## src/rtl/id_regfile_sb_pkg.sv

```systemverilog
// Shared definitions for the decode-stage register file: GPR geometry and
// the layout of the write-back bus coming from WB.
package id_regfile_sb_pkg;

    localparam int GPR_NUM         = 32;
    localparam int GPR_AW          = 5;
    localparam int WS_TO_RF_BUS_WD = 41;

    localparam int RF_WDATA_LSB = 0;
    localparam int RF_WADDR_LSB = 32;
    localparam int RF_WE_LSB    = 37;

    typedef struct packed {
        logic [3:0]        we;
        logic [GPR_AW-1:0] waddr;
        logic [31:0]       wdata;
    } ws_to_rf_t;

endpackage

```

## src/rtl/id_regfile_sb_cnt.sv

```systemverilog
// One register's in-flight writer counter: saturating up/down with flush,
// flagging overflow/underflow attempts on err for the cycle they occur.
module id_regfile_sb_cnt #(
    parameter int SB_W = 2
) (
    input  logic            clk,
    input  logic            reset,
    input  logic            flush,
    input  logic            inc,
    input  logic            dec,
    output logic [SB_W-1:0] cnt,
    output logic            err
);

    logic [SB_W-1:0] cnt_nxt;

    // Flush discards every in-flight record, so it neither counts nor errors.
    always_comb begin
        cnt_nxt = cnt;
        err     = 1'b0;
        if (flush) begin
            cnt_nxt = '0;
        end else if (inc && !dec) begin
            if (&cnt) err = 1'b1;
            else      cnt_nxt = cnt + 1'b1;
        end else if (dec && !inc) begin
            if (cnt == '0) err = 1'b1;
            else           cnt_nxt = cnt - 1'b1;
        end
    end

    always_ff @(posedge clk) begin
        if (reset) cnt <= '0;
        else       cnt <= cnt_nxt;
    end

endmodule

```

## src/rtl/id_regfile_sb.sv

```systemverilog
// Decode-stage 32x32 GPR file with byte-lane write-back, same-cycle bypass on
// both read ports, and a per-register scoreboard for RAW stall detection.
module id_regfile_sb
    import id_regfile_sb_pkg::*;
#(
    parameter int SB_W = 2
) (
    input  logic                       clk,
    input  logic                       reset,
    input  logic [WS_TO_RF_BUS_WD-1:0] ws_to_rf_bus,
    input  logic [GPR_AW-1:0]          raddr1,
    input  logic [GPR_AW-1:0]          raddr2,
    output logic [31:0]                rdata1,
    output logic [31:0]                rdata2,
    output logic                       rbusy1,
    output logic                       rbusy2,
    input  logic                       issue_valid,
    input  logic [GPR_AW-1:0]          issue_dest,
    input  logic                       flush,
    output logic                       sb_err
);

    ws_to_rf_t         wb;
    logic              commit;
    logic [31:0]       regs [GPR_NUM];
    logic [SB_W-1:0]   cnt  [GPR_NUM];
    logic [GPR_NUM-1:1] cnt_err;

    assign wb     = ws_to_rf_t'(ws_to_rf_bus);
    assign commit = (|wb.we) && (wb.waddr != '0);

    always_ff @(posedge clk) begin
        if (commit) begin
            for (int i = 0; i < 4; i++) begin
                if (wb.we[i]) regs[wb.waddr][8*i +: 8] <= wb.wdata[8*i +: 8];
            end
        end
    end

    function automatic logic [31:0] bypass_read(input logic [GPR_AW-1:0] addr,
                                                input logic [31:0]       stored,
                                                input ws_to_rf_t         w);
        logic [31:0] v;
        v = stored;
        if (addr == '0) begin
            v = '0;
        end else if (addr == w.waddr && (|w.we)) begin
            for (int i = 0; i < 4; i++) begin
                if (w.we[i]) v[8*i +: 8] = w.wdata[8*i +: 8];
            end
        end
        return v;
    endfunction

    // A lone pending writer that commits this cycle is covered by the bypass.
    function automatic logic busy(input logic [GPR_AW-1:0] addr,
                                  input logic [SB_W-1:0]   c,
                                  input logic              cmt,
                                  input logic [GPR_AW-1:0] waddr);
        logic satisfied;
        satisfied = cmt && (waddr == addr);
        return (addr != '0) && ((c > 1) || (c == 1 && !satisfied));
    endfunction

    assign rdata1 = bypass_read(raddr1, regs[raddr1], wb);
    assign rdata2 = bypass_read(raddr2, regs[raddr2], wb);
    assign rbusy1 = busy(raddr1, cnt[raddr1], commit, wb.waddr);
    assign rbusy2 = busy(raddr2, cnt[raddr2], commit, wb.waddr);

    assign cnt[0] = '0;

    for (genvar r = 1; r < GPR_NUM; r++) begin : g_sb
        id_regfile_sb_cnt #(.SB_W(SB_W)) u_cnt (
            .clk   (clk),
            .reset (reset),
            .flush (flush),
            .inc   (issue_valid && issue_dest == GPR_AW'(r)),
            .dec   (commit && wb.waddr == GPR_AW'(r)),
            .cnt   (cnt[r]),
            .err   (cnt_err[r])
        );
    end

    always_ff @(posedge clk) begin
        if (reset)         sb_err <= 1'b0;
        else if (|cnt_err) sb_err <= 1'b1;
    end

endmodule

```

## config.mk

```make
export PLATFORM = sky130hd
export DESIGN_NAME = id_regfile_sb
export DESIGN_NICKNAME = d
export VERILOG_FILES = /design/src/rtl/id_regfile_sb_pkg.sv /design/src/rtl/id_regfile_sb_cnt.sv /design/src/rtl/id_regfile_sb.sv
export SDC_FILE = /design/constraint.sdc
export NUM_CORES = 2
export LEC_CHECK = 0
export ABC_CLOCK_PERIOD_IN_PS = 3300
export BUFFER_PORTS_ARGS = -buffer_cell sky130_fd_sc_hd__clkbuf_2
export CORE_MARGIN = 2
export CORE_UTILIZATION = 63
export CTS_CLUSTER_SIZE = 10
export DETAILED_ROUTE_END_ITERATION = 10
export PLACE_DENSITY = 0.81
export SETUP_SLACK_MARGIN = 0.15
export SLEW_MARGIN = 30
export SYNTH_ARGS = -nofsm -noshare
export SYNTH_HDL_FRONTEND = slang
export SYNTH_HIERARCHICAL = 1
export SYNTH_SLANG_ARGS = --single-unit
```

## constraint.sdc

```tcl
create_clock -name clk -period 3.3 [get_ports clk]
set_input_delay 0.66 -clock clk [delete_from_list [all_inputs] [get_ports clk]]
set_output_delay 0.66 -clock clk [all_outputs]
set_load 0.03 [all_outputs]
```

==> flow_summary.json <==
{
  "status": "finished with violations",
  "violations": "setup timing",
  "critPathLaunchType": "flip-flop",
  "gp_congestion": 0.984,
  "slew_violations": 0,
  "grt_pass1_vias": 41600,
  "postSynth.asyncResetShare_pct": 0,
  "pre_cts_ws_ps": -439,
  "yosys_warnings": 6,
  "viasPerCell": 8.22,
  "synth_largest_area_cell": "edfxtp_1",
  "grt_usage_pct": 44.2,
  "slowest_delay_ps": 500,
  "antenna_found_initial": 11,
  "dieHeight_um": 300,
  "place_hpwl_mm": 120,
  "ant_nets": 0,
  "multi_input_area_um2": 23900,
  "rr_endpoint": "sb_err",
  "syn_avg_cell_area_um2": 16.4,
  "clk_latency_ps": 770,
  "hold_viol": 0,
  "drive_gt1_share_pct": 47.3,
  "reg2reg_from": "g_sb[8].u_cnt/cnt[1]",
  "cp-startpoint": "regs[8][5]",
  "path_clk_slew_ps": 70,
  "drtIter0Drc": 8422,
  "cts_inserted_buffers": 121,
  "worstPathCellList": "mux4_2 > nor2b_1 > a211oi_2 > a21oi_1 > a22oi_2 > nand2_1 > clkbuf_4",
  "row_count": 108,
  "crit_end": "rdata2[5]",
  "synth_seq_area_share_pct": 58.1,
  "wl_per_cell_um": 41.0,
  "synth-edff-count": 1024,
  "required_ps": 2640,
  "critPathKind": "flip-flop to output pin",
  "initial_core_util_pct": 63.5,
  "grt_max_degree": 64,
  "final_cell_area_um2": 70200,
  "n_fill_cell": 3994,
  "synth.cell_area_um2": 55100,
  "vdd_drop_max_uv": 459,
  "arrival_ps": 2930,
  "rr_worst_depth": 7,
  "fp.coreArea_um2": 86800,
  "leakagePower_nw": 23.6,
  "clock_sinks": 1087,
  "die_area_um2": 89800,
  "drc_errors": 0,
  "dr.pass1.iters": 9,
  "worst_path_max_delay_cell": "mux4_2",
  "overflow": 0,
  "hold_class": "input pin to flip-flop",
  "ys_seq_elements": 1087,
  "max_freq_ghz": 0.278,
  "r2r_setup_slack_ps": 1450,
  "io_pins": 127,
  "worst_setup_path_end_kind": "output pin",
  "tightest_slew_ps": 984,
  "cts-root-buf": "clkbuf_16",
  "slew_headroom_pct": 34.4,
  "clock_skew_ps": 21.8,
  "syn_inst": 3362,
  "worst_slack_ps": -295,
  "drv_cap": 0,
  "synth_cell_type_count": 64,
  "cts_hold_buf": 0,
  "placed_area_um2": 60600,
  "finalCriticalPeriod_ps": 3590,
  "seqCellArea_um2": 32000,
  "cts_buffer_depth": 3,
  "worst-path-buf-inv": 1,
  "path_max_fanout": 2,
  "wl_mm": 217,
  "portBuffers": 126,
  "ys.flop_type": "edfxtp_1",
  "grt_pass1_wl_mm": 284,
  "setup_viol": 48,
  "synth_top_area_share_pct": 55.8,
  "ctsHtreeMaxLevel": 3,
  "finalCritPeriodShare_pct": 109,
  "cts_tree": "done",
  "syn_to_final_growth_pct": 27.4,
  "power_density_nw_per_um2": 468,
  "cp.depth": 7,
  "die_w_um": 300,
  "critPathTopFamily": "compound AO/OA/AOI/OAI gates",
  "rsz0062_at_grt": "true",
  "synth_area_leaders": "edfxtp_1 56%, mux4_2 22%, mux2i_1 2.5%, dfxtp_1 2.3%, a211oi_1 1.6%",
  "final_nets": 4157,
  "vias": 43600
}
cell usage after synthesis (5+ instances only):
master    count
nand2_1     139
a21o_1        9
o221ai_1      5
buf_2        65
nor2_1       85
buf_1        15
nand4_1      12
o21ai_1       6
a22o_1        6
a211oi_1    117
or3_1        32
nor4_1       26
a21oi_1      81
nand3_1     116
a31oi_1      11
nand2b_1     41
and3_1        5
buf_6        29
xnor2_1      40
edfxtp_1   1024
and2_1       45
o22ai_1      19
a22oi_1      95
clkbuf_1    112
a21oi_2      31
mux4_2      533
nor2b_1     111
buf_8         5
inv_1         5
nor3_1       88
o21ai_0      87
mux2i_1     140
nor3b_1      31
buf_4        25
a211oi_2      8
and2b_2      31
a221oi_1     13
dfxtp_1      63
mux2_2       14
layer usage:
layer	track usage, %	wire length (µm)	up-vias
met2	67.9	96100	5353
met1	53.8	62100	20900
met4	30.9	24200	14
met5	0	94	-
met3	13.9	34900	1860
li1	-	-	15400
worst min-delay path by stage:
stage / startpoint / endpoint / slack, ps / cells past startpoint
4_1_cts: ws_to_rf_bus[24] / regs[19][24] / 220 / 1
2_1_floorplan: g_sb[3].u_cnt/cnt[1] / g_sb[3].u_cnt/cnt[1] / 480 / 2
3_5_place_dp: g_sb[23].u_cnt/cnt[1] / g_sb[23].u_cnt/cnt[1] / 530 / 2
3_3_place_gp: g_sb[23].u_cnt/cnt[1] / g_sb[23].u_cnt/cnt[1] / 510 / 2
6_report: ws_to_rf_bus[24] / regs[19][24] / 230 / 1
5_1_grt: ws_to_rf_bus[24] / regs[19][24] / 230 / 1
per-stage QoR:
step	cells	hold slack, ps	utilization, %	power (mW)	setup TNS, ps
2_1_floorplan	3393	482	-	17.7	0
3_3_place_gp	4919	507	69.8	19.1	-14260
3_5_place_dp	4919	529	69.8	19.2	-13760
4_1_cts	5204	220	78.0	31.6	-293
5_1_grt	5293	229	80.9	33.2	-4210
6_report	5297	228	80.9	32.8	-4080
layout by cell type (no fill, tap or decap), drive strengths merged, types with 40 or more instances in the layout:
| cell | instances |
|---|---|
| edfxtp | 1024 |
| buf | 753 |
| mux4 | 533 |
| clkbuf | 226 |
| nand2 | 140 |
| mux2i | 140 |
| a211oi | 125 |
| nand3 | 116 |
| a21oi | 112 |
| nor2b | 111 |
| a22oi | 95 |
| o21ai | 93 |
| nor3 | 89 |
| nor2 | 85 |
| dfxtp | 63 |
| and2 | 45 |
| nand2b | 41 |
| xnor2 | 40 |
worst register-to-register path, cell delays in order (launching register included):
cell and delay [ps]:
dfxtp_1 450, or3_1 170, a21oi_2 50, nor4_1 550
buf_4 210, nand4_1 80, nor2_1 120, nor2_1 60
where the power goes:
| group | internal, mW | switching [mW] | leakage, nW |
|---|---|---|---|
| clock | 6.65 | 5.72 | 1.61 |
| combinational | 2.23 | 2.83 | 12.2 |
| sequential | 15.3 | 0.124 | 9.76 |
sequential cells by signal, indices dropped and copies added (netlist names):
register and cells:
sb_err 1, g_sb.u_cnt/cnt 62, regs 1024
cells by family (layout without fill, tap and decap cells):
family,Yosys count,count (layout),share of synthesized area (%)
flip-flops,1087,1087,58.1
buffers and inverters,259,1002,2.67
multiplexers,688,688,24.6
AO/OA/AOI/OAI,513,513,6.40
other,1,38,0.00681
AND/OR/NAND/NOR,773,773,7.54
XOR/XNOR,41,41,0.652
cell type report:
cell class                 count  area share, %
multi-input combinational   2047           34.1
clock buffer                 148           4.46
sequential                  1087           45.6
inverter                       5         0.0303
clock inverter                14          0.266
tap                         1155           2.06
timing repair buffer         835           13.4
antenna                        6         0.0214
repair_timing:
action                                  4_1_cts  5_1_grt
cloned                                       37       11
buffers inserted                             86       77
pin swaps                                   109      160
resized for setup                           458      399
endpoints found under the setup margin       66       66
No activity file was read; power rests on OpenSTA's default activity.
